$ cat src/rtl/mccoy_core.sv
// mccoy_core: parametrised accumulator processor with valid/ready instruction fetch and two-state fetch/execute FSM
module mccoy_core #(
    parameter int DATA_W = 8,
    parameter int NREGS  = 8
) (
    input  logic              clk,
    input  logic              reset,
    input  logic [5:0]        instr,
    input  logic              instr_valid,
    output logic              instr_ready,
    output logic [DATA_W-1:0] pc_out,
    output logic [DATA_W-1:0] acc_out,
    output logic              zero,
    output logic              retired
);
    localparam int IW = $clog2(NREGS);
    typedef enum logic {FETCH, EXEC} state_t;
    state_t            state_q, state_d;
    logic [5:0]        ir_q, ir_d;
    logic [DATA_W-1:0] pc_q, pc_d, acc_q, acc_d, imm, rf;
    logic [DATA_W-1:0] regs_q [NREGS];
    logic [DATA_W-1:0] regs_d [NREGS];
    logic              retired_q, retired_d;
    logic [2:0]        op, f;
    logic [IW-1:0]     idx;
    always_comb begin
        op        = ir_q[2:0];
        f         = ir_q[5:3];
        idx       = f[IW-1:0];
        imm       = {{(DATA_W-3){f[2]}}, f};
        rf        = regs_q[idx];
        state_d   = state_q;
        ir_d      = ir_q;
        pc_d      = pc_q;
        acc_d     = acc_q;
        regs_d    = regs_q;
        retired_d = 1'b0;
        if (state_q == FETCH) begin
            if (instr_valid) begin
                ir_d    = instr;
                state_d = EXEC;
            end
        end else begin
            state_d   = FETCH;
            retired_d = 1'b1;
            pc_d      = pc_q + DATA_W'(1);
            case (op)
                3'd0: acc_d = imm;
                3'd1: acc_d = rf;
                3'd2: regs_d[idx] = acc_q;
                3'd3: acc_d = acc_q + rf;
                3'd4: acc_d = ~acc_q;
                3'd5: pc_d = (acc_q == '0) ? pc_q + imm : pc_q + DATA_W'(1);
                3'd6: pc_d = acc_q;
                default: acc_d = acc_q - rf;
            endcase
        end
    end
    always_ff @(posedge clk) begin
        if (reset) begin
            state_q   <= FETCH;
            ir_q      <= '0;
            pc_q      <= '0;
            acc_q     <= '0;
            regs_q    <= '{default: '0};
            retired_q <= 1'b0;
        end else begin
            state_q   <= state_d;
            ir_q      <= ir_d;
            pc_q      <= pc_d;
            acc_q     <= acc_d;
            regs_q    <= regs_d;
            retired_q <= retired_d;
        end
    end
    assign instr_ready = (state_q == FETCH) && !reset;
    assign pc_out      = pc_q;
    assign acc_out     = acc_q;
    assign zero        = (acc_q == '0);
    assign retired     = retired_q;
endmodule

$ cat config.mk
export PLATFORM = sky130hd
export DESIGN_NAME = mccoy_core
export DESIGN_NICKNAME = d
export VERILOG_FILES = /design/src/rtl/mccoy_core.sv
export SDC_FILE = /design/constraint.sdc
export NUM_CORES = 1
export LEC_CHECK = 0
export CAP_MARGIN = 25
export CORE_ASPECT_RATIO = 1.2
export CORE_MARGIN = 5
export CORE_UTILIZATION = 40
export DETAILED_ROUTE_END_ITERATION = 6
export GPL_ROUTABILITY_DRIVEN = 0
export PLACE_DENSITY_LB_ADDON = 0.2
export REMOVE_ABC_BUFFERS = 1
export SYNTH_ARGS = -nofsm -noshare
export SYNTH_HDL_FRONTEND = slang
export SYNTH_SLANG_ARGS = --single-unit
$ cat constraint.sdc
create_clock -name clk -period 6.93 [get_ports clk]
set_input_delay 1.386 -clock clk [delete_from_list [all_inputs] [get_ports clk]]
set_output_delay 1.386 -clock clk [all_outputs]
set_load 0.05 [all_outputs]
==> impl_metrics.yaml, run 1 <==
layout:
  syn2layout_area_growth_pct: 14.0
  num-nets-final: 619
  final_layout_size_suffix_gt1_share_pct: 8.91
  multi_input_comb_area_um2: 3100
  seqCellArea_um2: 1760
  layout.filler_cells: 1196
  mostFrequentLayoutCells: "sky130_fd_sc_hd__nor2_1 (95), sky130_fd_sc_hd__dfxtp_1 (88), sky130_fd_sc_hd__mux2i_1 (62)"
  antenna_cells_inserted: 0
  most_common_cell_after_layout_fill_and_taps_aside: "sky130_fd_sc_hd__nor2_1"
global_route:
  grt_antenna_before_repair: 0
  grt_pass1_wl_mm: 21.8
  via_count_of_the_first_global_routing_pass: 4119
  grt.overflow.total: 0
  globalRouteTotalUtil_pct: 18.2
  grt_start_max_net_pins: 66
power:
  power_switching_share_pct: 28.3
  power_density_nw_per_um2: 218
  power.clock.fraction_pct: 42.6
  seqPwrFrac_pct: 42.5
  irDropWorstVdd_mv: 0.109
  internal_pwr_total_uw: 903
  static_power_due_to_leakage_nw: 2.19
  switching_power_summed_over_all_nets_uw: 357
  combinationalPowerShare_pct: 14.8
routing:
  wl_per_cell_um: 17.6
  detail_route.iter0.violations: 321
  drt_wl_total_mm: 13.4
  number_of_nets_still_failing_antenna_checks_after_routing: 0
  num_vias: 4233
  drtPass1Iterations: 5
  vias_per_cell: 5.58
  drc_errors: 0
place:
  portBuffers: 27
  dp_worst_setup_slack_ns: 2.58
  dp_hpwl_mm: 9.27
timing:
  finalWorstSetupSlack_ns: 2.59
  totalNegativeSetupSlack_ns: 0
  hold_viol: 0
  report.final.slew_viol_count: 0
  setup-violations-final: 0
  finalClockSkew_ns: 0.00646
  worst_pin_slew_ns: 0.851
  timing.final.crit_period_ns: 4.34
  grt_setup_unrepaired: "false"
  max-slew-margin-rel_pct: 43.1
  timing_limited_maximum_frequency_ghz: 0.230
  period_share_pct: 62.6
clock_tree:
  clk_pin_slew_ns: 0.07
  htreeDepth: 3
  post_cts.repair.setup_buffers: 0
  clk_root_buffer_cell: "sky130_fd_sc_hd__clkbuf_16"
  cts-buffers-inserted: 9
  clkLatencyLatePin_ns: 0.34
  cts_tree: "done"
  postCtsResizedCells: 0
  ctsLongestPathBuffers: 2
  count_of_hold_buffers_inserted_by_post_cts_repair: 0
  cts_num_sinks: 88
worst_setup_path:
  cp_cell_sequence: "buf_4 -> mux4_2 -> mux2i_1 -> ha_1 -> and2_1 -> a21oi_1 -> xnor2_1 -> ha_1 -> nand3_1 -> o2111ai_1 -> a21o_1 -> a21oi_1 -> nor4b_1 -> a21oi_1 -> a31oi_1"
  worst-endpoint-required_ns: 7.20
  crit_fanout: 13
  cell_seen_most_often_among_critical_path_stages: "sky130_fd_sc_hd__a21oi_1"
  critPathLaunchType: "flop"
  crit_path_end_kind: "flop"
  slowest_stage: "sky130_fd_sc_hd__dfxtp_1"
  criticalPathCategory: "flop to flop"
  worst_path_largest_cell_delay_ns: 0.80
  worst-endpoint-arrival_ns: 4.61
floorplan:
  die_area_um2: 15000
  starting_utilization_of_the_core_area_pct: 40.4
  dieWidth_um: 113
  num_io_pins: 28
  dieHeight_um: 133
  rows: 45
  core_footprint_um2: 12600
worst_hold_path:
  worst_hold_path_type: "flop to flop"
logic_synthesis:
  synth_async_sr_flop_share_pct: 0
  synth_edf_count: 0
  portion_of_the_post_synthesis_area_used_by_sequential_elements_pct: 34.7
  synthesized_area_per_cell_um2: 8.74
  ys_ff_latch: 88
  synth.distinct_cells: 57
  mappedNetlistArea_um2: 5070
  syn_inst: 580
  synthesis.yosys.warnings: 0
  ys_dominant_reg_cell: "sky130_fd_sc_hd__dfxtp_1"
flow_run:
  max-cap-violations: 0
outcome:
  outcome: "finished clean"
synth_stat cells, types with 6 or more instances:
library cell / number / area (µm²)
sky130_fd_sc_hd__nor2_1: 95 / 357
sky130_fd_sc_hd__dfxtp_1: 88 / 1760
sky130_fd_sc_hd__mux2i_1: 62 / 621
sky130_fd_sc_hd__a21oi_1: 55 / 275
sky130_fd_sc_hd__nand2_1: 46 / 173
sky130_fd_sc_hd__clkbuf_1: 28 / 105
sky130_fd_sc_hd__nand3_1: 28 / 140
sky130_fd_sc_hd__ha_1: 18 / 225
sky130_fd_sc_hd__xnor2_1: 17 / 149
sky130_fd_sc_hd__nor3_1: 15 / 75.1
sky130_fd_sc_hd__mux4_2: 12 / 270
sky130_fd_sc_hd__inv_1: 10 / 37.5
sky130_fd_sc_hd__o21ai_0: 7 / 35.0
sky130_fd_sc_hd__xor2_1: 6 / 52.6
logic make-up after synthesis:
logic type | synth area share (%)
flip-flops | 34.7
adder cells (fa/ha/maj) | 5.23
XOR/XNOR | 3.97
AND/OR/NAND/NOR | 19.4
multiplexers | 18.5
buffers and inverters | 4.12
AO/OA/AOI/OAI | 14.1
routing by layer:
metal,up-vias,global-route usage [%],routed length (µm)
li1,2084,-,-
met1,2036,23.0,5960
met2,83,30.7,6620
met3,30,2.91,387
met4,0,7.21,393
met5,-,0,0
path summary, 6_finish.rpt:
kind,start,end,slack [ns],depth (start not counted)
max,ir_q[3],acc_out[7],2.59,15
min,regs_q[46],regs_q[46],0.46,2
max reg2reg,ir_q[3],acc_out[7],2.59,15
min reg2reg,regs_q[46],regs_q[46],0.46,2
metrics by stage:
step / hold slack (ns) / power [mW] / util (%) / std cells / instance area (µm²)
5_1_grt: 0.482 / 1.31 / 46.0 / 759 / 5780
2_1_floorplan: 0.427 / 0.668 / - / 542 / 4910
6_report: 0.458 / 1.26 / 46.0 / 759 / 5780
3_3_place_gp: 0.441 / 0.733 / 43.4 / 743 / 5450
3_5_place_dp: 0.450 / 0.735 / 43.4 / 743 / 5450
4_1_cts: 0.460 / 1.27 / 46.0 / 759 / 5780
power by group through the flow:
stage / combinational [mW] / clock (mW) / sequential [mW]
after floorplan: 0.0953 / 0 / 0.573
after global routing: 0.204 / 0.571 / 0.539
after detailed placement: 0.187 / 0 / 0.548
after CTS: 0.188 / 0.546 / 0.536
final: 0.187 / 0.537 / 0.536
after global placement: 0.185 / 0 / 0.548
registers in the layout, summed over array words and instances, names as in the netlist:
register	flops
regs_q	64
acc_out	8
pc_out	8
ir_q	6
retired	1
state_q	1
worst max-delay path, delay by kind of cell (launching register included):
| family | cells | cell delay (ns) |
|---|---|---|
| mux | 2 | 0.77 |
| compound gates | 6 | 1.05 |
| simple gates | 3 | 0.56 |
| xor+xnor | 1 | 0.16 |
| buf+inv | 1 | 0.35 |
| flops | 1 | 0.80 |
| fa+ha+maj | 2 | 0.57 |
area by class of cell:
cell class / instances / share of cell area, %
Inverter: 12 / 0.779
Timing Repair Buffer: 37 / 5.89
Tap cell: 164 / 3.55
Clock buffer: 9 / 3.90
Clock inverter: 7 / 1.80
Sequential cell: 88 / 30.5
Multi-Input combinational cell: 442 / 53.6
No activity file was read; power rests on OpenSTA's default activity.
==> run 2, diff against run 1 <==
==> constraint.sdc (replaced) <==
create_clock -name clk -period 3.5 [get_ports clk]
set_input_delay 0.7 -clock clk [delete_from_list [all_inputs] [get_ports clk]]
set_output_delay 0.7 -clock clk [all_outputs]
set_load 0.05 [all_outputs]
==> impl_metrics.yaml, run 2 (synthesis gave the netlist of run 1 again) <==
outcome:
  outcome: "finished clean"
routing:
  drt_wl_total_mm: 14.0
  num_vias: 4398
  wl_per_cell_um: 17.6
  number_of_nets_still_failing_antenna_checks_after_routing: 0
  drc_errors: 0
  drtPass1Iterations: 5
  detail_route.iter0.violations: 269
  vias_per_cell: 5.53
layout:
  fin_util_pct: 48.8
  flip_flop_count_of_the_largest_register_after_layout: 64
  registers.top_by_ff_count: "regs_q"
  layout.filler_cells: 1205
  antenna_cells_inserted: 0
  most_common_cell_after_layout_fill_and_taps_aside: "sky130_fd_sc_hd__nor2_1"
  syn2layout_area_growth_pct: 21.0
  stdcell_count: 795
  final_layout_size_suffix_gt1_share_pct: 16.2
  num-nets-final: 655
  mostFrequentLayoutCells: "sky130_fd_sc_hd__nor2_1 (94), sky130_fd_sc_hd__dfxtp_1 (86), sky130_fd_sc_hd__mux2i_1 (59)"
timing:
  timing.final.crit_period_ns: 3.39
  report.final.slew_viol_count: 0
  finalClockSkew_ns: 0.00492
  hold_slack_final_ns: 0.454
  worst_pin_slew_ns: 0.845
  hold_viol: 0
  max-slew-margin-rel_pct: 43.5
  totalNegativeSetupSlack_ns: 0
  finalWorstSetupSlack_ns: 0.108
  timing_limited_maximum_frequency_ghz: 0.295
  setup-violations-final: 0
  period_share_pct: 96.9
worst_hold_path:
  worst_hold_path_type: "flop to flop"
  timing.hold.worst.start: "regs_q[46]"
global_route:
  grt.met2_usage_pct: 31.7
  grt.overflow.total: 0
  grt_antenna_before_repair: 0
  top_usage_layer: "met2"
  via_count_of_the_first_global_routing_pass: 4127
  grt_start_max_net_pins: 59
  global_route.usage.met3_pct: 2.86
  met1_usage_pct: 23.6
  globalRouteTotalUtil_pct: 18.5
  grt_pass1_wl_mm: 22.1
clock_tree:
  cts-buffers-inserted: 9
  cts_num_sinks: 88
  clk_root_buffer_cell: "sky130_fd_sc_hd__clkbuf_16"
  htreeDepth: 3
  clk_pin_slew_ns: 0.07
  clkLatencyLatePin_ns: 0.34
  cts_tree: "done"
  ctsLongestPathBuffers: 2
floorplan:
  dieHeight_um: 133
  rows: 45
  num_io_pins: 28
  starting_utilization_of_the_core_area_pct: 40.4
  die_area_um2: 15000
  core_footprint_um2: 12600
  dieWidth_um: 113
worst_setup_path:
  criticalPathCategory: "flop to flop"
  rr_startpoint: "ir_q[4]"
  critPathLaunchType: "flop"
  crit_start: "ir_q[4]"
  crit_path_end_kind: "flop"
  worst-endpoint-required_ns: 3.77
  crit_fanout: 11
  worst-endpoint-arrival_ns: 3.66
flow_run:
  max-cap-violations: 0
power:
  power_density_nw_per_um2: 403
  static_power_due_to_leakage_nw: 2.38
  irDropWorstVdd_mv: 0.241
place:
  portBuffers: 27
  dp.cells: 774
  dp_worst_setup_slack_ns: -0.130
  dp_hpwl_mm: 10.0
-- run 2: layout make-up --
class                           instances  area, µm²  share of cell area (%)
Multi-Input combinational cell        442       3160                    51.5
Sequential cell                        88       1770                    28.8
Timing Repair Buffer                   73        652                    10.6
Clock buffer                            9        225                    3.67
Tap cell                              164        205                    3.35
Clock inverter                          7       80.1                    1.31
Inverter                               12       45.0                   0.734
-- run 2: power by group --
| part | switching, mW | total, mW | internal, mW |
|---|---|---|---|
| Sequential | 0.0220 | 1.04 | 1.02 |
| Clock | 0.429 | 0.992 | 0.562 |
| Combinational | 0.273 | 0.439 | 0.167 |
-- run 2: worst paths after layout --
path	cells past startpoint	slack [ns]	endpoint
worst max-delay path	15	0.11	acc_out[7]
worst min-delay path	2	0.45	regs_q[46]
worst max register to register	15	0.11	acc_out[7]
worst min register to register	2	0.45	regs_q[46]
-- run 2: per-layer routing --
layer | routed length, µm | vias up
li1 | - | 2155
met1 | 6070 | 2121
met2 | 6970 | 102
met3 | 614 | 20
met4 | 321 | 0
met5 | 0 | -
-- run 2: worst max-delay path: stages, from the launching register on --
cell	delay, ns
sky130_fd_sc_hd__dfxtp_2	0.34
sky130_fd_sc_hd__buf_12	0.14
sky130_fd_sc_hd__mux4_2	0.52
sky130_fd_sc_hd__mux2i_2	0.20
sky130_fd_sc_hd__ha_1	0.20
sky130_fd_sc_hd__and2_1	0.14
sky130_fd_sc_hd__a21oi_1	0.08
sky130_fd_sc_hd__xnor2_1	0.15
sky130_fd_sc_hd__ha_1	0.33
sky130_fd_sc_hd__nand3_1	0.11
sky130_fd_sc_hd__o2111ai_2	0.16
sky130_fd_sc_hd__a21o_1	0.22
sky130_fd_sc_hd__a21oi_4	0.20
sky130_fd_sc_hd__nand3b_1	0.10
sky130_fd_sc_hd__o221a_1	0.25
sky130_fd_sc_hd__a31oi_1	0.16
-- run 2: repair_timing --
| item | 4_1_cts | 5_1_grt |
|---|---|---|
| gates cloned | 0 | 0 |
| pin swaps | 0 | 4 |
| hold buffers | 0 | 0 |
| buffers inserted | 0 | 5 |
| setup endpoints to repair | 2 | 4 |
| resized for setup | 2 | 14 |
-- run 2: per-stage QoR --
step,area [µm²],power [mW]
after floorplan,4910,1.32
after global placement,5720,1.49
after detailed placement,5720,1.49
after CTS,6030,2.49
after global routing,6130,2.58
final,6130,2.47
